--- config.mk ---
export PLATFORM = sky130hd
export DESIGN_NAME = matrix_vector_row_sequencer
export DESIGN_NICKNAME = d
export VERILOG_FILES = /design/src/rtl/matrix_vector_row_sequencer_pkg.sv /design/src/rtl/matrix_vector_row_sequencer_row_tag_fifo.sv /design/src/rtl/matrix_vector_row_sequencer.sv
export SDC_FILE = /design/constraint.sdc
export NUM_CORES = 1
export LEC_CHECK = 0
export CORE_ASPECT_RATIO = 1.25
export CORE_MARGIN = 4
export CORE_UTILIZATION = 48
export DETAILED_ROUTE_END_ITERATION = 8
export PLACE_DENSITY_LB_ADDON = 0.3
export REMOVE_ABC_BUFFERS = 1
export SLEW_MARGIN = 15
export SYNTH_ARGS = -nofsm -noshare
export SYNTH_HDL_FRONTEND = slang
export SYNTH_HIERARCHICAL = 1
export SYNTH_SLANG_ARGS = --single-unit
--- constraint.sdc ---
create_clock -name clk -period 2.56 [get_ports clk]
set_clock_uncertainty 0.1 [all_clocks]
set_input_delay 0.512 -clock clk [delete_from_list [all_inputs] [get_ports clk]]
set_output_delay 0.512 -clock clk [all_outputs]
set_load 0.02 [all_outputs]
--- src/rtl/matrix_vector_row_sequencer_pkg.sv ---
// Shared definitions for the matrix-vector row sequencer: FSM encoding and in-flight limits.
package row_seq_pkg;

  typedef enum logic [2:0] {
    S_IDLE,
    S_FETCH,
    S_LATCH,
    S_ISSUE,
    S_ADDR,
    S_BEAT,
    S_DRAIN
  } state_t;

  localparam logic [1:0] MAX_IN_FLIGHT  = 2'd2;
  localparam int         TAG_FIFO_DEPTH = 2;

endpackage

--- src/rtl/matrix_vector_row_sequencer_row_tag_fifo.sv ---
// Depth-2 tag FIFO: holds row indices of rows started but whose result has not yet returned.
module row_tag_fifo import row_seq_pkg::*; #(
  parameter int W = 6
) (
  input  logic         clk,
  input  logic         reset,
  input  logic         push,
  input  logic         pop,
  input  logic [W-1:0] din,
  output logic [W-1:0] dout,
  output logic         empty,
  output logic [1:0]   count
);

  logic [TAG_FIFO_DEPTH-1:0][W-1:0] mem;
  logic wr_ptr, rd_ptr;
  logic full, do_push, do_pop;

  assign empty   = (count == 2'd0);
  assign full    = (count == 2'(TAG_FIFO_DEPTH));
  assign do_push = push & ~full;
  assign do_pop  = pop & ~empty;
  assign dout    = mem[rd_ptr];

  always_ff @(posedge clk) begin
    if (reset) begin
      wr_ptr <= 1'b0;
      rd_ptr <= 1'b0;
      count  <= 2'd0;
    end else begin
      if (do_push) begin
        mem[wr_ptr] <= din;
        wr_ptr      <= ~wr_ptr;
      end
      if (do_pop) rd_ptr <= ~rd_ptr;
      count <= count + {1'b0, do_push} - {1'b0, do_pop};
    end
  end

endmodule

--- src/rtl/matrix_vector_row_sequencer.sv ---
// Sequences a matrix-by-vector pass row by row, overlapping feed of row N+1 with drain of row N.
// Optional ROW_SEQ_STATS_EN adds stall_cycles/active_cycles counters.
module matrix_vector_row_sequencer import row_seq_pkg::*; #(
  parameter int element_width                = 32,
  parameter int multiples_memory_value_width = 3,
  parameter int row_index_width              = 6,
  parameter int chunk_addr_width             = 9
) (
  input  logic                                    clk,
  input  logic                                    reset,
  input  logic                                    start,
  input  logic [row_index_width:0]                no_of_rows,
  output logic [row_index_width-1:0]              multiples_rd_addr,
  input  logic [multiples_memory_value_width-1:0] multiples_rd_data,
  output logic [chunk_addr_width-1:0]             chunk_rd_addr,
  output logic                                    start_row_by_vector,
  output logic [multiples_memory_value_width-1:0] no_of_multiples,
  output logic                                    you_can_read,
  input  logic                                    I_am_ready,
  input  logic                                    give_me_only,
  input  logic                                    decoder_read_now,
  input  logic [element_width-1:0]                row_result,
  output logic                                    result_wr_en,
  output logic [row_index_width-1:0]              result_wr_addr,
  output logic [element_width-1:0]                result_wr_data,
  output logic                                    busy,
  output logic                                    done,
  output logic                                    tag_error
`ifdef ROW_SEQ_STATS_EN
  ,
  output logic [31:0]                             stall_cycles,
  output logic [31:0]                             active_cycles
`endif
);

  localparam int RW = row_index_width;
  localparam int MW = multiples_memory_value_width;
  localparam int CW = chunk_addr_width;
  localparam logic [RW:0]   ROW_ONE   = {{RW{1'b0}}, 1'b1};
  localparam logic [MW-1:0] MULT_ONE  = {{(MW-1){1'b0}}, 1'b1};
  localparam logic [CW-1:0] CHUNK_ONE = {{(CW-1){1'b0}}, 1'b1};

  state_t        state;
  logic [RW:0]   rows_total;
  logic [RW-1:0] row_ptr;
  logic [CW-1:0] chunk_ptr;
  logic [MW-1:0] beats;
  logic [RW:0]   next_row;
  logic [RW-1:0] fifo_head;
  logic [1:0]    in_flight;
  logic          fifo_empty, issue_go, beat, last_beat, more_rows;

  // Both memory addresses are the pointer registers themselves, so they are registered outputs.
  assign multiples_rd_addr = row_ptr;
  assign chunk_rd_addr     = chunk_ptr;

  assign issue_go  = (state == S_ISSUE) && I_am_ready && (in_flight < MAX_IN_FLIGHT);
  assign beat      = (state == S_BEAT) && you_can_read && I_am_ready;
  assign last_beat = (beats + MULT_ONE) >= no_of_multiples;
  assign next_row  = {1'b0, row_ptr} + ROW_ONE;
  assign more_rows = next_row < rows_total;

  row_tag_fifo #(.W(RW)) u_tag_fifo (
    .clk   (clk),
    .reset (reset),
    .push  (issue_go),
    .pop   (decoder_read_now),
    .din   (row_ptr),
    .dout  (fifo_head),
    .empty (fifo_empty),
    .count (in_flight)
  );

  always_ff @(posedge clk) begin
    if (reset) begin
      state               <= S_IDLE;
      rows_total          <= '0;
      row_ptr             <= '0;
      chunk_ptr           <= '0;
      beats               <= '0;
      no_of_multiples     <= '0;
      start_row_by_vector <= 1'b0;
      you_can_read        <= 1'b0;
      busy                <= 1'b0;
      done                <= 1'b0;
    end else begin
      start_row_by_vector <= 1'b0;
      done                <= 1'b0;
      case (state)
        S_IDLE: if (start) begin
          if (no_of_rows == '0) done <= 1'b1;
          else begin
            rows_total <= no_of_rows;
            row_ptr    <= '0;
            chunk_ptr  <= '0;
            busy       <= 1'b1;
            state      <= S_FETCH;
          end
        end
        S_FETCH: state <= S_LATCH;
        S_LATCH: begin
          // A zero count still needs one beat so the datapath sees a well-formed row.
          no_of_multiples <= (multiples_rd_data == '0) ? MULT_ONE : multiples_rd_data;
          beats           <= '0;
          state           <= S_ISSUE;
        end
        S_ISSUE: if (issue_go) begin
          start_row_by_vector <= 1'b1;
          state               <= S_ADDR;
        end
        S_ADDR: begin
          you_can_read <= 1'b1;
          state        <= S_BEAT;
        end
        S_BEAT: if (beat) begin
          you_can_read <= 1'b0;
          chunk_ptr    <= chunk_ptr + CHUNK_ONE;
          beats        <= beats + MULT_ONE;
          if (!last_beat) state <= S_ADDR;
          else begin
            row_ptr <= next_row[RW-1:0];
            state   <= more_rows ? S_FETCH : S_DRAIN;
          end
        end
        S_DRAIN: if (fifo_empty) begin
          busy  <= 1'b0;
          done  <= 1'b1;
          state <= S_IDLE;
        end
        default: state <= S_IDLE;
      endcase
    end
  end

  // Result write-back runs independently of the feed FSM.
  always_ff @(posedge clk) begin
    if (reset) begin
      result_wr_en   <= 1'b0;
      result_wr_addr <= '0;
      result_wr_data <= '0;
      tag_error      <= 1'b0;
    end else begin
      result_wr_en <= decoder_read_now & ~fifo_empty;
      if (decoder_read_now & ~fifo_empty) begin
        result_wr_addr <= fifo_head;
        result_wr_data <= row_result;
      end
      if (decoder_read_now & fifo_empty) tag_error <= 1'b1;
      if ((state == S_BEAT) && give_me_only && !(beat && last_beat)) tag_error <= 1'b1;
    end
  end

`ifdef ROW_SEQ_STATS_EN
  logic stall;
  assign stall = ((state == S_ISSUE) && !issue_go) ||
                 ((state == S_BEAT) && you_can_read && !I_am_ready);

  always_ff @(posedge clk) begin
    if (reset || ((state == S_IDLE) && start)) begin
      stall_cycles  <= '0;
      active_cycles <= '0;
    end else begin
      if (stall && (stall_cycles != '1)) stall_cycles <= stall_cycles + 32'd1;
      if (busy && (active_cycles != '1)) active_cycles <= active_cycles + 32'd1;
    end
  end
`endif

endmodule

==> flow_summary.yaml, run 1 <==
clock_network:
  ctsRootBufferMaster: "clkbuf_8"
  cts_tree: "built"
  clk_path_buf_depth: 2
  worst_setup_hold_path_clk_slew_ns: 0.08
  latest_clock_arrival_within_the_worst_skew_pair_ns: 0.35
  cts_repair_resize_count: 0
  cts_num_sinks: 91
  post_cts.repair.setup_buffers: 0
  cts_hold_buffers: 0
  number_of_buffers_created_by_cts: 9
  clock_tree.htree_level_count: 3
global_route:
  largest_net_degree_at_the_start_of_global_routing: 39
  grt_antenna_before_repair: 0
  gr-usage-all-layers_pct: 19.3
  first_global_vias: 3436
  grt_pass1_wl_mm: 15.1
  overflow: 0
critical_path:
  critical_path.startpoint: "I_am_ready"
  end_of_the_critical_path: "u_tag_fifo/count[1]$_SDFF_PP0_"
  crit_path_start_kind: "primary input"
  reg2reg_setup_slack_ns: 0.19
  required_ns: 2.69
  worstSetupPathType: "in -> reg"
  crit_chain: "clkdlybuf4s50_1, nand2_1, or3_1, inv_1, o21ai_4, ha_1, inv_1, ha_1, xnor2_1, xnor2_1, nor2_1"
  timing.critical_path.max_delay_family: "buffers and inverters"
  max_fo_critical_path: 2
  endpoint_kind: "register"
  timing.rr.end: "state[2]$_SDFFE_PP0P_"
  reg2reg_depth: 9
  timing.critical_path.depth: 11
  rr_startpoint: "multiples_rd_addr[0]$_SDFFE_PP0P_"
  critical-path-max-stage-delay_ns: 0.49
  timing.critical_path.arrival_ns: 2.52
  crit_slowest_cell: "clkdlybuf4s50_1"
  critical_path_buf_inv_count: 3
detailed_routing:
  drt_iter0_markers: 98
  detail_route.drc_violations: 0
  routed_via_density: 5.23
  postRouteAntennaNets: 0
  post_detailed_routing_wire_length_mm: 9.29
  drt_pre_antenna_iters: 4
  detailroute.via_count: 3536
  wl_per_cell_um: 13.7
floorplanning:
  count_of_boundary_i_o_pins: 110
  die_area_um2: 9830
  initial_utilization_pct: 50.2
  die_width_um: 89.5
  core_region_area_um2: 7930
  rows: 36
  die-height_um: 110
placement:
  post_dp_hpwl_mm: 6.90
  globalplace.congestion: 0.771
  portBuffers: 109
sta:
  min_period_over_period_pct: 93.4
  final_max_slew_viol_count: 0
  finalHoldViolations: 0
  setup_repair_after_global_routing_missed_its_margin: "no"
  timing.slew.headroom_pct: 67.4
  setup_viol: 0
  least_margin_pin_slew_ns: 0.489
  final.min_clock_period_ns: 2.39
  whs_ns: 0.355
  achievable-frequency_mhz: 418
synth:
  synthDominantCellAreaShare_pct: 39.7
  synth_seq_cells: 91
  synth_sequential_area_ratio_pct: 48.8
  synth-warning-count: 6
  area_leader_netlist: "dfxtp_1"
  synth_cell_type_count: 54
  synth_edf_count: 12
  avgSynthCellArea_um2: 8.73
  syn_area_um2: 3980
  count_of_mapped_cells_out_of_synthesis: 456
  synth_top_flop_cell: "dfxtp_1"
  proportion_of_register_bits_with_asynchronous_set_or_reset_after_synthesis_pct: 0
  synth_area_leaders: "dfxtp_1, nand2_1, edfxtp_1, a21oi_1, ha_1"
power_and_ir_drop:
  power_leakage_nw: 1.98
  peakVddDrop_mv: 0.416
  power-per-cell-area_nw_per_um2: 675
layout:
  final_core_util_pct: 68.5
  post_route_cells_drive_above_1_share_pct: 10.3
  multiInputGateArea_um2: 1880
  layout.cells.most_common: "nand2_1"
  register_area_um2: 1940
  layout-area-overhead-vs-synth_pct: 36.3
  layout_common_cells: "nand2_1, clkdlybuf4s50_1, dfxtp_1, a21oi_1, nor2_1"
  nFillCells: 671
  insertedDiodeCount: 0
  finalNetCount: 638
status:
  run_status: "finished, final reports clean"
flow_run:
  drv.max_cap_violation_count: 0
hold_path:
  hold_class: "reg -> reg"
[worst reg2reg max path: stages, from the launching register on]
cell and delay (ns):
dfxtp_1 0.32, ha_1 0.26, and3_1 0.23, and3_1 0.19, ha_1 0.29, a21oi_1 0.14
o21ai_0 0.09, a21oi_1 0.25, a31oi_1 0.13, o31a_1 0.28
[Yosys cell counts, drive strengths merged, types with 2 or more instances]
master / instances
nand2: 110
dfxtp: 79
a21oi: 71
nor2: 27
clkbuf: 15
ha: 14
inv: 14
o21ai: 13
edfxtp: 12
nand3: 10
xnor2: 10
buf: 8
mux2: 7
nand2b: 6
xor2: 6
nor2b: 5
nor3: 5
a211oi: 4
and2: 4
and3: 4
or3: 4
a311oi: 2
a31oi: 2
mux2i: 2
nand3b: 2
nand4b: 2
nor4: 2
o2111ai: 2
o21a: 2
[registers in the layout, indices dropped and copies added, names as in the netlist, 2 cells and up]
register and flops:
u_tag_fifo/mem 12, multiples_rd_addr 6, beats 3, no_of_multiples 3, state 3, result_wr_data 32, result_wr_addr 6, u_tag_fifo/count 2
chunk_rd_addr 9, rows_total 7
[area by class of cell]
type	count	share of cell area (%)
Clock buffer	10	2.35
Clock inverter	6	0.738
Inverter	14	0.968
Multi-Input combinational cell	328	34.6
Sequential cell	91	35.8
Tap cell	95	2.19
Timing Repair Buffer	132	23.4
[layer usage]
layer  up-vias  global-route usage (%)  share of wire, %
li1       1786                       -                 -
met1      1638                    22.6                41
met2       103                    34.1                49
met3         9                    4.72               8.3
met4         0                    6.17               1.3
met5         -                       0                 0
[logic make-up (layout without fill, tap and decap cells)]
group	after synthesis	after routing	synth area share, %
simple gates	187	187	21.6
compound gates	102	102	15.0
flops	91	91	48.8
buf+inv	37	162	4.21
xor+xnor	16	16	3.52
fa+ha+maj	14	14	4.40
mux	9	9	2.58
[report_power, final]
part / internal (mW) / switching [mW] / total (mW)
Combinational: 0.522 / 0.601 / 1.12
Clock: 0.355 / 0.505 / 0.861
Sequential: 1.59 / 0.0891 / 1.68
Total: 2.47 / 1.20 / 3.66
[worst min path at each step]
stage                                    startpoint                         endpoint  cells after the start
global route        result_wr_data[22]$_SDFFE_PP0P_  result_wr_data[22]$_SDFFE_PP0P_                      2
detailed placement   result_wr_data[4]$_SDFFE_PP0P_   result_wr_data[4]$_SDFFE_PP0P_                      2
global placement    result_wr_data[29]$_SDFFE_PP0P_  result_wr_data[29]$_SDFFE_PP0P_                      2
CTS                  result_wr_data[4]$_SDFFE_PP0P_   result_wr_data[4]$_SDFFE_PP0P_                      2
finish               result_wr_addr[0]$_SDFFE_PP0P_   result_wr_addr[0]$_SDFFE_PP0P_                      2
floorplan                rows_total[0]$_SDFFE_PP0P_       rows_total[0]$_SDFFE_PP0P_                      2
[per-stage QoR]
stage / TNS (ns) / power [mW] / worst slack, ns / instances / instance area (um^2)
floorplan: 0 / 2.33 / 0.195 / 433 / 3870
global placement: -0.124 / 2.81 / -0.124 / 660 / 5260
detailed placement: -0.243 / 2.84 / -0.192 / 660 / 5260
CTS: 0 / 3.70 / 0.187 / 676 / 5430
global route: 0 / 3.87 / 0.0204 / 676 / 5430
finish: 0 / 3.66 / 0.169 / 676 / 5430
(Power assumes the default switching activity.)
==> run 2: changes to the inputs <==
CORE_UTILIZATION = 30   (was 48)
clock period = 2.1 ns   (was 2.56 ns; I/O delays follow)
==> run 2 against run 1 <==
The run now ends with negative setup slack left. Final cell count is 16% higher. Count of clock-buffer cells in the layout decreased by 1. Critical endpoint is now state[1]$_SDFFE_PP0P_. Setup slack worse by 0.23 ns. Critical path type is now reg -> reg. Highest routed layer unchanged.
==> flow_summary.yaml, run 2 (same netlist as run 1, synthesis figures left out) <==
status:
  run_status: "finished with violations"
  failed_checks: "negative setup slack"
layout:
  finalNetCount: 674
  insertedDiodeCount: 0
  regMostFlops: "result_wr_data"
  layout.cells.most_common: "nand2_1"
  layout_common_cells: "nand2_1, clkdlybuf4s50_1, dfxtp_1, a21oi_1, buf_4"
  post_route_cells_drive_above_1_share_pct: 20.4
  layout-area-overhead-vs-synth_pct: 52.3
  largest_reg_flops: 32
sta:
  final.min_clock_period_ns: 2.16
  finalHoldViolations: 0
  final_critical_path_setup_slack_ns: -0.0608
  timing.slew.headroom_pct: 69.0
  setup_viol: 2
  fin_setup_tns_ns: -0.0781
  achievable-frequency_mhz: 463
  min_period_over_period_pct: 103
  least_margin_pin_slew_ns: 0.466
  final_max_slew_viol_count: 0
  setup_repair_after_global_routing_missed_its_margin: "yes"
placement:
  globalplace.congestion: 0.856
  placement.setup.worst_slack_ns: -0.528
  portBuffers: 109
  post_dp_hpwl_mm: 7.72
detailed_routing:
  post_detailed_routing_wire_length_mm: 10.6
  drt_iter0_markers: 194
  detail_route.drc_violations: 0
  drt_pre_antenna_iters: 4
  routed_via_density: 4.67
  wl_per_cell_um: 13.5
  detailroute.via_count: 3669
  postRouteAntennaNets: 0
power_and_ir_drop:
  power.switching_mw: 1.65
  switching_share_pct: 31.8
  seq_power_share_pct: 39.5
  intPower_mw: 3.53
  power_leakage_nw: 2.23
  power-per-cell-area_nw_per_um2: 854
  combinationalPowerShare_pct: 30.3
  peakVddDrop_mv: 0.371
  p_clk_share_pct: 30.2
clock_network:
  clk_path_buf_depth: 2
  ctsRootBufferMaster: "clkbuf_16"
  cts_tree: "built"
  worst_setup_hold_path_clk_slew_ns: 0.07
  number_of_buffers_created_by_cts: 9
  latest_clock_arrival_within_the_worst_skew_pair_ns: 0.34
  cts_num_sinks: 91
  clock_tree.htree_level_count: 3
critical_path:
  max_fo_critical_path: 3
  timing.critical_path.arrival_ns: 2.32
  worstSetupPathType: "reg -> reg"
  required_ns: 2.26
  crit_path_start_kind: "register"
  endpoint_kind: "register"
  reg2reg_depth: 10
floorplanning:
  core_region_area_um2: 12800
  rows: 46
  die_width_um: 111
  die-height_um: 137
  count_of_boundary_i_o_pins: 110
  initial_utilization_pct: 31.0
  die_area_um2: 15200
hold_path:
  hold_class: "reg -> reg"
  whs_path_depth: 2
flow_run:
  drv.max_cap_violation_count: 0
global_route:
  largest_net_degree_at_the_start_of_global_routing: 40
  grt_pass1_wl_mm: 17.8
  gr-usage-all-layers_pct: 14.2
  first_global_vias: 3594
  overflow: 0
  grt_antenna_before_repair: 0
==> run 2: changes by cell type in the layout (fill, tap and decap cells not counted), sizes merged <==
cell           change
clkdlybuf4s50      -2
inv                +3
clkbuf             -1
dlygate4sd2        +2
clkinv             -2
buf               +36
==> run 2: final cells by class <==
class,count,area [um^2]
clock buffers,9,225
clock inverters,7,65.1
fillers,1240,6770
inverters,14,55.1
multi-input cells,328,2000
flip-flops and latches,91,1950
well taps,168,210
repair buffers,168,1560
==> run 2: worst max-delay path: stages (launching register included) <==
cell,delay [ns]
dfxtp_2,0.33
ha_2,0.20
and3_1,0.19
and3_4,0.19
ha_4,0.27
nand2_2,0.07
o21ai_2,0.14
a21oi_2,0.06
buf_4,0.14
nand4b_1,0.18
a221oi_2,0.22
==> run 2: path summary, 6_finish.rpt <==
check	from	to	slack (ns)
worst max-delay path	multiples_rd_addr[0]$_SDFFE_PP0P_	state[1]$_SDFFE_PP0P_	-0.06
worst min-delay path	result_wr_data[8]$_SDFFE_PP0P_	result_wr_data[8]$_SDFFE_PP0P_	0.35
worst max register to register	multiples_rd_addr[0]$_SDFFE_PP0P_	state[1]$_SDFFE_PP0P_	-0.06
worst min register to register	result_wr_data[8]$_SDFFE_PP0P_	result_wr_data[8]$_SDFFE_PP0P_	0.35
==> run 2: power groups by stage <==
stage | logic [mW] | clock network [mW] | registers, mW
floorplan | 0.569 | 0 | 2.27
CTS | 1.53 | 1.62 | 2.05
detailed placement | 1.49 | 0 | 2.09
finish | 1.57 | 1.57 | 2.05
global route | 1.71 | 1.70 | 2.07
global placement | 1.47 | 0 | 2.08
==> run 2: repair_timing <==
action	CTS	global route
endpoints found under the setup margin	16	11
hold buffers	0	0
pin swaps	9	9
buffers inserted	4	2
resized for setup	25	15
==> run 2: metal layers <==
metal / up-vias / GRT usage (%) / part of all wire, %
li1: 1861 / - / -
met5: - / 0 / 0
met3: 13 / 4.20 / 6.1
met2: 111 / 24.3 / 48
met1: 1684 / 17.3 / 45
met4: 0 / 4.46 / 1.4
==> run 2: metrics by stage <==
stage	hold WS [ns]	power (mW)	instance area (um^2)	instances	utilization, %
detailed placement	0.346	3.58	5590	763	43.5
global route	0.367	5.48	6070	785	47.3
CTS	0.356	5.20	5990	783	46.7
global placement	0.340	3.55	5590	763	43.5
floorplan	0.326	2.84	3870	433	-
finish	0.353	5.18	6070	785	47.3
==> run 3: changes to the inputs <==
CELL_PAD_IN_SITES_DETAIL_PLACEMENT = 1   (was not set)
CELL_PAD_IN_SITES_GLOBAL_PLACEMENT = 1   (was not set)
CORE_MARGIN = not set   (was 4)
==> run 3 against run 2 <==
Sequential power barely moved. Core utilization is 1.4 points higher. Clock power up 13%. Count of clock-buffer cells in the layout increased by 3. Final area increased by 3.0%. Via count up 1.9%. The run still ends with negative setup slack left. Wire length is 12% higher. Sequential cell count unchanged. Non-clock buffer count is the same.
==> flow_summary.yaml, run 3 (same netlist as run 1, synthesis figures left out) <==
power_and_ir_drop:
  power_leakage_nw: 2.29
  peakVddDrop_mv: 0.380
  power-per-cell-area_nw_per_um2: 883
critical_path:
  timing.critical_path.max_delay_family: "compound AO/OA/AOI/OAI gates"
  max_fo_critical_path: 3
  worstSetupPathType: "reg -> reg"
  crit_path_start_kind: "register"
  required_ns: 2.22
  crit_chain: "ha_4, nand3_2, xnor2_2, ha_1, a21oi_2, o21ai_2, a21oi_4, a31oi_4, o31a_1"
  critical-path-max-stage-delay_ns: 0.37
  endpoint_kind: "register"
  timing.critical_path.arrival_ns: 2.29
  critical_path_buf_inv_count: 0
  crit_slowest_cell: "dfxtp_4"
detailed_routing:
  met1_layer_wirelength_in_the_final_routing_mm: 5.23
  post_detailed_routing_wire_length_mm: 11.9
  drt_pre_antenna_iters: 4
  postRouteAntennaNets: 0
  drt_iter0_markers: 133
  route.met3.wl_um: 480
  routed_via_density: 4.76
  wl_per_cell_um: 15.2
  met2_length_mm: 6.02
  detail_route.drc_violations: 0
  detailroute.via_count: 3738
  topRoutingLayerUsed: "met4"
layout:
  layout_common_cells: "nand2_1, clkdlybuf4s50_1, dfxtp_1, a21oi_1, buf_4"
  largest_reg_flops: 32
  final_design_area_no_fill_um2: 6250
  regMostFlops: "result_wr_data"
  finalNetCount: 674
  insertedDiodeCount: 0
  layout-area-overhead-vs-synth_pct: 56.9
  final_core_util_pct: 48.7
  post_route_cells_drive_above_1_share_pct: 22.0
  layout.cells.most_common: "nand2_1"
floorplanning:
  core_region_area_um2: 12800
  die-height_um: 131
  initial_utilization_pct: 31.0
  die_area_um2: 13700
  die_width_um: 105
  rows: 46
  count_of_boundary_i_o_pins: 110
global_route:
  largest_net_degree_at_the_start_of_global_routing: 40
  overflow: 0
  grt_pass1_wl_mm: 18.7
  grt_antenna_before_repair: 0
  gr-usage-all-layers_pct: 17.2
  first_global_vias: 3937
clock_network:
  latest_clock_arrival_within_the_worst_skew_pair_ns: 0.34
  clk_path_buf_depth: 2
  cts_num_sinks: 91
  number_of_buffers_created_by_cts: 9
  cts_hold_buffers: 0
  cts_tree: "built"
  worst_setup_hold_path_clk_slew_ns: 0.06
  clock_tree.htree_level_count: 3
  ctsRootBufferMaster: "clkbuf_16"
placement:
  portBuffers: 109
  placement.setup.worst_slack_ns: -0.600
  detailed_place.area_um2: 5580
  post_dp_hpwl_mm: 8.27
  globalplace.congestion: 0.771
hold_path:
  hold_class: "reg -> reg"
sta:
  setup_repair_after_global_routing_missed_its_margin: "yes"
  achievable-frequency_mhz: 461
  final.min_clock_period_ns: 2.17
  min_period_over_period_pct: 103
  final_critical_path_setup_slack_ns: -0.0710
  finalHoldViolations: 0
  setup_viol: 5
  final_max_slew_viol_count: 0
  least_margin_pin_slew_ns: 0.441
  timing.slew.headroom_pct: 70.6
status:
  run_status: "finished with violations"
  failed_checks: "negative setup slack"
flow_run:
  drv.max_cap_violation_count: 0
## run 3: cell types whose count changed in the layout (fill, tap and decap cells not counted), sizes merged
cell           delta
clkdlybuf4s50     -1
clkinvlp          -1
dlymetal6s2s      +1
bufinv            +2
inv               -5
clkbuf            +3
clkinv            +1
## run 3: per-layer routing
layer  vias up  track usage, %
met4         0            5.97
met3        17            3.87
met2       100            32.4
met5         -               0
li1       1867               -
met1      1754            19.2
## run 3: final cells by class
cell class              count  area, um^2
clock buffers              12         258
clock inverters             4        73.8
fillers                  1476        6590
inverters                  14        55.1
multi-input cells         328        2130
flip-flops and latches     91        1950
well taps                 168         210
repair buffers            168        1570
## run 3: timing repair
action,CTS,global route
gates resized for setup,37,27
endpoints found under the hold margin,0,0
endpoints found under the setup margin,23,13
setup buffers,5,3
pin swaps,12,22
## run 3: path summary, 6_finish.rpt
check,cells after the start,slack (ns),from,endpoint
max,9,-0.07,multiples_rd_addr[0]$_SDFFE_PP0P_,state[2]$_SDFFE_PP0P_
min,2,0.35,rows_total[0]$_SDFFE_PP0P_,rows_total[0]$_SDFFE_PP0P_
max reg2reg,9,-0.07,multiples_rd_addr[0]$_SDFFE_PP0P_,state[2]$_SDFFE_PP0P_
min reg2reg,2,0.35,rows_total[0]$_SDFFE_PP0P_,rows_total[0]$_SDFFE_PP0P_
## run 3: tightest hold or removal path, stage by stage, from the launching register on
cell	delay, ns
dfxtp_1	0.31
nand2_1	0.05
a21oi_1	0.05
## run 3: where the power goes
part | switching (mW) | total [mW] | internal (mW)
clock | 0.666 | 1.78 | 1.12
combinational | 0.883 | 1.68 | 0.799
sequential | 0.111 | 2.05 | 1.94
## run 3: per-stage QoR
step | total power, mW | setup TNS (ns) | std cells | hold WS, ns
floorplan | 2.84 | -6.92 | 433 | 0.326
global placement | 3.55 | -10.18 | 762 | 0.340
detailed placement | 3.61 | -12.78 | 762 | 0.347
CTS | 5.52 | -0.117 | 782 | 0.356
global route | 5.81 | -0.760 | 785 | 0.373
finish | 5.52 | -0.172 | 785 | 0.351
